==> config.mk <==
export PLATFORM = sky130hd
export DESIGN_NAME = memory_access_stage
export DESIGN_NICKNAME = d
export VERILOG_FILES = /design/src/rtl/memory_access_stage.sv
export SDC_FILE = /design/constraint.sdc
export NUM_CORES = 1
export LEC_CHECK = 0
export CORE_MARGIN = 5
export CORE_UTILIZATION = 35
export CTS_BUF_LIST = sky130_fd_sc_hd__clkbuf_16
export CTS_CLUSTER_DIAMETER = 150
export DETAILED_ROUTE_END_ITERATION = 8
export GPL_TIMING_DRIVEN = 1
export PLACE_DENSITY = 0.87
export SLEW_MARGIN = 20
export SYNTH_ARGS = -nofsm -noshare
export SYNTH_HDL_FRONTEND = slang
export SYNTH_SLANG_ARGS = --single-unit
==> constraint.sdc <==
create_clock -name clk -period 2.1 [get_ports clk]
set_clock_uncertainty 0.2 [all_clocks]
set_input_delay 0.525 -clock clk [delete_from_list [all_inputs] [get_ports clk]]
set_output_delay 0.525 -clock clk [all_outputs]
set_load 0.02 [all_outputs]
==> src/rtl/memory_access_stage.sv <==
// MEM stage of the 5-stage MIPS pipeline: EX/MEM register, req/ack data-memory initiator with
// wait-state stalling and timeout abort, MEM/WB register and forwarding taps.
module memory_access_stage #(
    parameter int DATA_WIDTH  = 32,
    parameter int MEM_TIMEOUT = 64
) (
    input  logic                  clk,
    input  logic                  reset,
    input  logic                  memToRegInput,
    input  logic                  regWriteInput,
    input  logic                  memWriteInput,
    input  logic                  memReadInput,
    input  logic [DATA_WIDTH-1:0] aluResultInput,
    input  logic [DATA_WIDTH-1:0] memWriteDataInput,
    input  logic [4:0]            regWriteRegisterInput,
    output logic                  memReqOutput,
    output logic                  memWeOutput,
    output logic [DATA_WIDTH-1:0] memAddrOutput,
    output logic [DATA_WIDTH-1:0] memWdataOutput,
    input  logic                  memAckInput,
    input  logic [DATA_WIDTH-1:0] memRdataInput,
    output logic                  stallOutput,
    output logic [DATA_WIDTH-1:0] aluResultMemOutput,
    output logic                  regWriteMemOutput,
    output logic [4:0]            regWriteRegisterMemOutput,
    output logic                  memToRegOutput,
    output logic                  regWriteOutput,
    output logic [DATA_WIDTH-1:0] memReadDataOutput,
    output logic [DATA_WIDTH-1:0] aluResultOutput,
    output logic [4:0]            regWriteRegisterOutput,
    output logic                  errorOutput
);

    localparam int CNT_W = (MEM_TIMEOUT < 2) ? 1 : $clog2(MEM_TIMEOUT + 1);

    typedef enum logic {
        IDLE   = 1'b0,
        ACCESS = 1'b1
    } state_t;

    state_t           r_state, w_nextState;
    logic [CNT_W-1:0] r_count, w_nextCount;

    logic                  r_memToReg, r_regWrite, r_memWrite, r_memRead;
    logic [DATA_WIDTH-1:0] r_aluResult, r_writeData;
    logic [4:0]            r_destReg;

    logic                  r_wbMemToReg, r_wbRegWrite, r_wbError;
    logic [DATA_WIDTH-1:0] r_wbReadData, r_wbAluResult;
    logic [4:0]            r_wbDestReg;

    logic                  w_memOp, w_misaligned, w_access, w_isLoad;
    logic                  w_req, w_stall, w_timeout, w_fault;
    logic [DATA_WIDTH-1:0] w_loadData;

    assign w_memOp      = r_memRead | r_memWrite;
    assign w_misaligned = w_memOp & (r_aluResult[1:0] != 2'b00);
    assign w_access     = w_memOp & ~w_misaligned;
    assign w_isLoad     = r_memRead & ~r_memWrite;

    // An ack always beats the timeout when both land in the same cycle.
    always_comb begin
        w_nextState = r_state;
        w_nextCount = r_count;
        w_req       = 1'b0;
        w_stall     = 1'b0;
        w_timeout   = 1'b0;
        case (r_state)
            IDLE: begin
                if (w_access) begin
                    w_req = 1'b1;
                    if (!memAckInput) begin
                        w_stall     = 1'b1;
                        w_nextState = ACCESS;
                        w_nextCount = CNT_W'(1);
                    end
                end
            end
            ACCESS: begin
                w_req = 1'b1;
                if (memAckInput) begin
                    w_nextState = IDLE;
                    w_nextCount = '0;
                end else if ((MEM_TIMEOUT != 0) && (r_count == CNT_W'(MEM_TIMEOUT))) begin
                    w_timeout   = 1'b1;
                    w_nextState = IDLE;
                    w_nextCount = '0;
                end else begin
                    w_stall     = 1'b1;
                    w_nextCount = r_count + 1'b1;
                end
            end
            default: begin
                w_nextState = IDLE;
                w_nextCount = '0;
            end
        endcase
    end

    assign w_fault    = w_misaligned | w_timeout;
    assign w_loadData = (w_isLoad && w_req && memAckInput) ? memRdataInput : '0;

    always_ff @(posedge clk) begin
        if (reset) begin
            r_state <= IDLE;
            r_count <= '0;
        end else begin
            r_state <= w_nextState;
            r_count <= w_nextCount;
        end
    end

    always_ff @(posedge clk) begin
        if (reset) begin
            r_memToReg  <= 1'b0;
            r_regWrite  <= 1'b0;
            r_memWrite  <= 1'b0;
            r_memRead   <= 1'b0;
            r_aluResult <= '0;
            r_writeData <= '0;
            r_destReg   <= '0;
        end else if (!w_stall) begin
            r_memToReg  <= memToRegInput;
            r_regWrite  <= regWriteInput;
            r_memWrite  <= memWriteInput;
            r_memRead   <= memReadInput;
            r_aluResult <= aluResultInput;
            r_writeData <= memWriteDataInput;
            r_destReg   <= regWriteRegisterInput;
        end
    end

    // Every cycle without a stall is a completion; stalled cycles push a bubble.
    always_ff @(posedge clk) begin
        if (reset || w_stall) begin
            r_wbMemToReg  <= 1'b0;
            r_wbRegWrite  <= 1'b0;
            r_wbError     <= 1'b0;
            r_wbReadData  <= '0;
            r_wbAluResult <= '0;
            r_wbDestReg   <= '0;
        end else begin
            r_wbMemToReg  <= r_memToReg;
            r_wbRegWrite  <= r_regWrite & ~w_fault;
            r_wbError     <= w_fault;
            r_wbReadData  <= w_loadData;
            r_wbAluResult <= r_aluResult;
            r_wbDestReg   <= r_destReg;
        end
    end

    assign memReqOutput   = w_req;
    assign memWeOutput    = w_req & r_memWrite;
    assign memAddrOutput  = w_req ? r_aluResult : '0;
    assign memWdataOutput = w_req ? r_writeData : '0;
    assign stallOutput    = w_stall;

    assign aluResultMemOutput        = r_aluResult;
    assign regWriteMemOutput         = r_regWrite;
    assign regWriteRegisterMemOutput = r_destReg;

    assign memToRegOutput         = r_wbMemToReg;
    assign regWriteOutput         = r_wbRegWrite;
    assign memReadDataOutput      = r_wbReadData;
    assign aluResultOutput        = r_wbAluResult;
    assign regWriteRegisterOutput = r_wbDestReg;
    assign errorOutput            = r_wbError;

endmodule

## Yosys cells after proc, flatten, opt, wreduce, memory -nomap -nowiden

Cells that the tools add are included.

- Reduce and logical (&&, ||, !) cells: 6
- Bitwise operators: 12
- Add/subtract/negate cells: 1
- Divide/modulo/power cells: 0
- Equal/unequal tests: 3
- Shifts and indexed selects: 0
- Multiplexer cells: 17
- Multiply operators: 0
- Order comparisons: 0

Operator list:

| kind | count |
|---|---|
| 2-to-1 mux 32 bit | 2 |
| 2-to-1 mux 7 bit | 4 |
| one-hot mux 7 bit (2 select lines) | 1 |
| 2-to-1 mux 1 bit | 8 |
| adder 7 x 1 -> 7 bit (second input constant) | 1 |
| == test 7 bit (second input constant) | 1 |
| AND 1 bit | 5 |
| NOT 1 bit | 5 |
| inequality test 2 bit (second input constant) | 2 |
| one-hot mux 1 bit (2 select lines) | 2 |
| logical AND 1 bit | 2 |
| bitwise OR 1 bit | 2 |
| AND reduction 2 bit | 1 |
| nonzero test 2 bit | 1 |
| OR reduction 2 bit | 1 |
| logical OR 1 bit | 1 |

- RAM bits: 0
- Word-level logic and storage cells: 54
- Input bits: 108
- ROM bits: 0
- Memories kept: 0
- Register bits after elaboration: 153
- Bits in latches: 0

## Depth between registers and ports, before layout

- Depth in word-level cells: 10
- Mapped depth: 7
- Mapped depth without buffers: 5

## Least setup slack after synthesis

No wires, ideal clock.

- Path kind: register to output
- Start: register r_memRead
- End: output port memWdataOutput[22]
- Path slack: -0.195 ns
- Stages on the path, launching flop included: 6
- Arrival time: 1.570 ns
- Path through: dfxtp_1 -> or2_2 -> a21oi_2 -> inv_1 -> clkbuf_1 -> and2_1

- Cells in the longest elaborated chain, start to end: 7

Ends and longest elaborated chain:

| what | RTL line | source |
|---|---|---|
| start, declared | 44 | `logic r_memToReg, r_regWrite, r_memWrite, r_memRead;` |
| start signal, assigned | 126 | `r_memRead <= memReadInput;` |
| bitwise OR 1 bit * | 56 | `assign w_memOp = r_memRead \| r_memWrite;` |
| AND 1 bit | 57 | `assign w_misaligned = w_memOp & (r_aluResult[1:0] != 2'b00);` |
| NOT 1 bit | 58 | `assign w_access = w_memOp & ~w_misaligned;` |
| AND 1 bit * | 58 |  |
| 2-to-1 mux 1 bit * | 70 | `if (w_access) begin` |
| one-hot mux 1 bit (2 select lines) * | 68 | `case (r_state)` |
| via memReqOutput | 16 | `output logic memReqOutput,` |
| 2-to-1 mux 32 bit * | 155 | `assign memWdataOutput = w_req ? r_writeData : '0;` |
| end, declared | 19 | `output logic [DATA_WIDTH-1:0] memWdataOutput,` |

Mark *: on every way through the listed nets, which the timed path passes. The rest lies on a longest branch.

## Final worst setup path

- Start: register r_memRead
- End: output port memAddrOutput[26]

- Cells in the longest elaborated chain, start to end: 7

Ends and longest elaborated chain:

| what | RTL line | source |
|---|---|---|
| bitwise OR 1 bit * | 56 |  |
| AND 1 bit | 57 |  |
| NOT 1 bit | 58 |  |
| AND 1 bit * | 58 |  |
| 2-to-1 mux 1 bit * | 70 |  |
| one-hot mux 1 bit (2 select lines) * | 68 |  |
| 2-to-1 mux 32 bit * | 154 | `assign memAddrOutput = w_req ? r_aluResult : '0;` |
| end, declared | 18 | `output logic [DATA_WIDTH-1:0] memAddrOutput,` |

Mark *: on every way between the ends. The rest lies on a longest branch, timed or not.

==> flow_summary.json <==
{
  "grt_pass1_vias": 4494,
  "synth.cell_area_sq_mm": 0.00512,
  "yosys_warnings": 0,
  "final_antenna_net_count": 0,
  "worst-endpoint-required_ps": 1370,
  "die_x_microns": 131,
  "worstPathCellList": "or2_4, a21oi_4, inv_4, buf_6, and2_1, buf_2",
  "grtUsageTotal_pct": 18.1,
  "gp_congestion": 0.805,
  "syn_nets": 555,
  "seqPwrFrac_pct": 41.2,
  "cpPeakStageDelay_ps": 330,
  "irDropWorstVdd_uv": 526,
  "final-seq-area_sq_mm": 0.00307,
  "htreeDepth": 4,
  "cts_made_buffers": 17,
  "num_antenna_cells": 0,
  "grt_antenna_before_repair": 0,
  "synth.distinct_cells": 35,
  "dp_slack_ps": -667,
  "final_area_sq_mm": 0.00897,
  "drcViolationCount": 0,
  "synth_cells": 445,
  "hp-class": "flip-flop to flip-flop",
  "status": "finished, violations left",
  "violations": "negative setup slack",
  "post-route-period-util_pct": 118,
  "max_cap_violations": 0,
  "vias": 4457,
  "slew_violations": 0,
  "layout.nets": 878,
  "whs_ps": 264,
  "min_to": "r_writeData[30]$_SDFFE_PP0N_",
  "core_area_sq_mm": 0.0144,
  "io_pins": 285,
  "drtPass1Iterations": 4,
  "placement.cell_area_sq_mm": 0.00840,
  "hold-path-cell-count": 1,
  "grt_setup_unrepaired": "true",
  "slowest_stage": "dfxtp_2",
  "ff2ff_path_depth": 8,
  "utilization_pct": 62.2,
  "fmax_mhz": 405,
  "setup_viol": 65,
  "grt_max_degree": 33,
  "mostFrequentLayoutCell": "dfxtp_1",
  "startpoint_type": "flip-flop",
  "drtIter0Drc": 154,
  "cts_tree": "yes",
  "grt_pass1_wl_mm": 23.9,
  "drive_above_1_share_pct": 21.3,
  "hold_violations": 0,
  "ff2ff_setup_slack_ps": 80,
  "fin_crit_ps": 2470,
  "start_util_pct": 35.5,
  "insertion_delay_ps": 410,
  "max-slew-margin-rel_pct": 72.8,
  "fin_setup_tns_ps": -22330,
  "tightest_slew_ps": 407,
  "critPathCaptureType": "output pin",
  "core.rowCount": 44,
  "avgViaCountPerCell": 4.62,
  "ys_ff_latch": 153,
  "dp.final_hpwl_mm": 11.7,
  "die-area_sq_mm": 0.0171,
  "p_per_area_mw_per_mm2": 858,
  "post_drt_wl_per_cell_microns": 17.0,
  "path_max_fanout": 15,
  "final_cell_mix": "148 x dfxtp_1, 142 x clkdlybuf4s50_1, 135 x and2_1, 73 x a22o_1, 61 x buf_2",
  "root_buffer": "clkbuf_16",
  "critPathArrivalTime_ps": 1750,
  "r2r-end": "aluResultMemOutput[19]$_SDFFE_PP0N_",
  "crit_type": "flip-flop to output pin",
  "clk_pin_slew_ps": 60,
  "hold_start": "r_writeData[30]$_SDFFE_PP0N_",
  "clk_path_buf_depth": 2,
  "swShare_pct": 25.3,
  "cts.sinks": 153,
  "setup_ws_ps": -371,
  "power.leakage_nw": 4.45,
  "fp.dieH_microns": 131,
  "comb_power_share_pct": 17.0,
  "p_switching_w": 0.00195,
  "intPower_w": 0.00575,
  "seq_area_frac_synth_pct": 59.8,
  "n_fill_cell": 1173,
  "routed_wirelength_mm": 16.4,
  "multi_input_area_sq_mm": 0.00186,
  "overflow": 0,
  "worst_r2r_startpoint": "r_count[1]$_SDFFE_PP0P_",
  "areaGrowthSynthToFinish_pct": 75.3,
  "syn_area_per_cell_sq_um": 11.5,
  "io_buffers": 284,
  "clock_power_share_pct": 41.8,
  "postCtsHoldBufs": 0
}
cell families (layout without fill, tap and decap cells):
kind of cell    after synthesis  after routing  share of synthesized area [%]
compound gates               95             95                           15.4
flops                       153            153                           59.8
buf+inv                      37            373                           4.94
simple gates                158            158                           19.3
fa+ha+maj                     2              2                          0.489
metrics by stage:
| stage | std cells | power [W] |
|---|---|---|
| floorplan | 445 | 0.00382 |
| global placement | 921 | 0.00454 |
| detailed placement | 921 | 0.00457 |
| CTS | 956 | 0.00771 |
| global route | 965 | 0.00799 |
| finish | 965 | 0.00770 |
synthesized netlist by cell type (all sizes together):
master    n  area, sq um
or4       1         7.51
a41o      1         10.0
o31ai     1         7.51
or2       1         6.26
inv       6         22.5
and2    136          851
nand2     3         11.3
buf      19          185
clkbuf   12         45.0
ha        2         25.0
nor2      4         17.5
dfxtp   153         3060
o22a      1         8.76
nand4     1         6.26
nand2b    1         6.26
o21a      1         7.51
nand3     2         10.0
o21bai    1         7.51
a311oi    1         8.76
nor4b     1         15.0
a22o     73          639
nor4      1         12.5
nor3      2         15.0
o21ba     1         16.3
a31oi     4         25.0
or3       4         25.0
a21oi     7         38.8
and3      1         6.26
o21ai     4         20.0
how the worst max path moves through the flow:
stage / cells past startpoint / end / slack, ps / from
2_1_floorplan: 5 / memWdataOutput[22] / -10 / r_memRead$_SDFFE_PP0N_
3_3_place_gp: 4 / stallOutput / -590 / memAckInput
3_5_place_dp: 4 / stallOutput / -670 / memAckInput
4_1_cts: 6 / memAddrOutput[8] / -390 / r_memRead$_SDFFE_PP0N_
5_1_grt: 6 / memWdataOutput[14] / -450 / r_memRead$_SDFFE_PP0N_
6_report: 6 / memAddrOutput[26] / -370 / r_memRead$_SDFFE_PP0N_
power groups by stage:
stage	clock network, W	registers [W]	logic (W)
final	0.00322	0.00317	0.00131
after global routing	0.00341	0.00319	0.00139
after CTS	0.00327	0.00317	0.00126
after global placement	0	0.00323	0.00131
after floorplan	0	0.00335	0.000475
after detailed placement	0	0.00324	0.00133
cell type report:
class                      count  area share (%)
clock buffer                  17            4.74
timing repair buffer         335            35.3
tap                          184            2.57
clock inverter                15            2.19
multi-input combinational    255            20.7
sequential                   153            34.2
inverter                       6           0.279
state kept, by name (all words and copies together) (netlist names):
register	flops
memToRegOutput	1
regWriteMemOutput	1
r_state	1
regWriteRegisterMemOutput	5
aluResultOutput	32
regWriteRegisterOutput	5
memReadDataOutput	32
r_memWrite	1
r_writeData	32
errorOutput	1
regWriteOutput	1
r_memToReg	1
r_memRead	1
r_count	7
aluResultMemOutput	32
per-layer routing:
metal / track usage [%] / vias to the layer above / share of wire, % / wire length [microns]
li1: - / 2165 / - / -
met1: 20.0 / 2091 / 39 / 6360
met2: 31.1 / 175 / 50 / 8290
met3: 7.56 / 26 / 8.6 / 1410
met4: 6.96 / 0 / 2.2 / 355
met5: 0 / - / 0 / 0
critical path, delay by kind of cell (launching register included):
family | cells | cell delay (ps)
AO/OA/AOI/OAI | 1 | 170
buffers and inverters | 3 | 410
flip-flops | 1 | 330
AND/OR/NAND/NOR | 2 | 430
what timing repair did:
action / CTS / global route
pin swaps: 4 / 5
setup buffers: 2 / 7
gates resized for setup: 338 / 35
setup endpoints to repair: 115 / 195
gates cloned: 1 / 4
No activity file was read; power rests on OpenSTA's default activity.
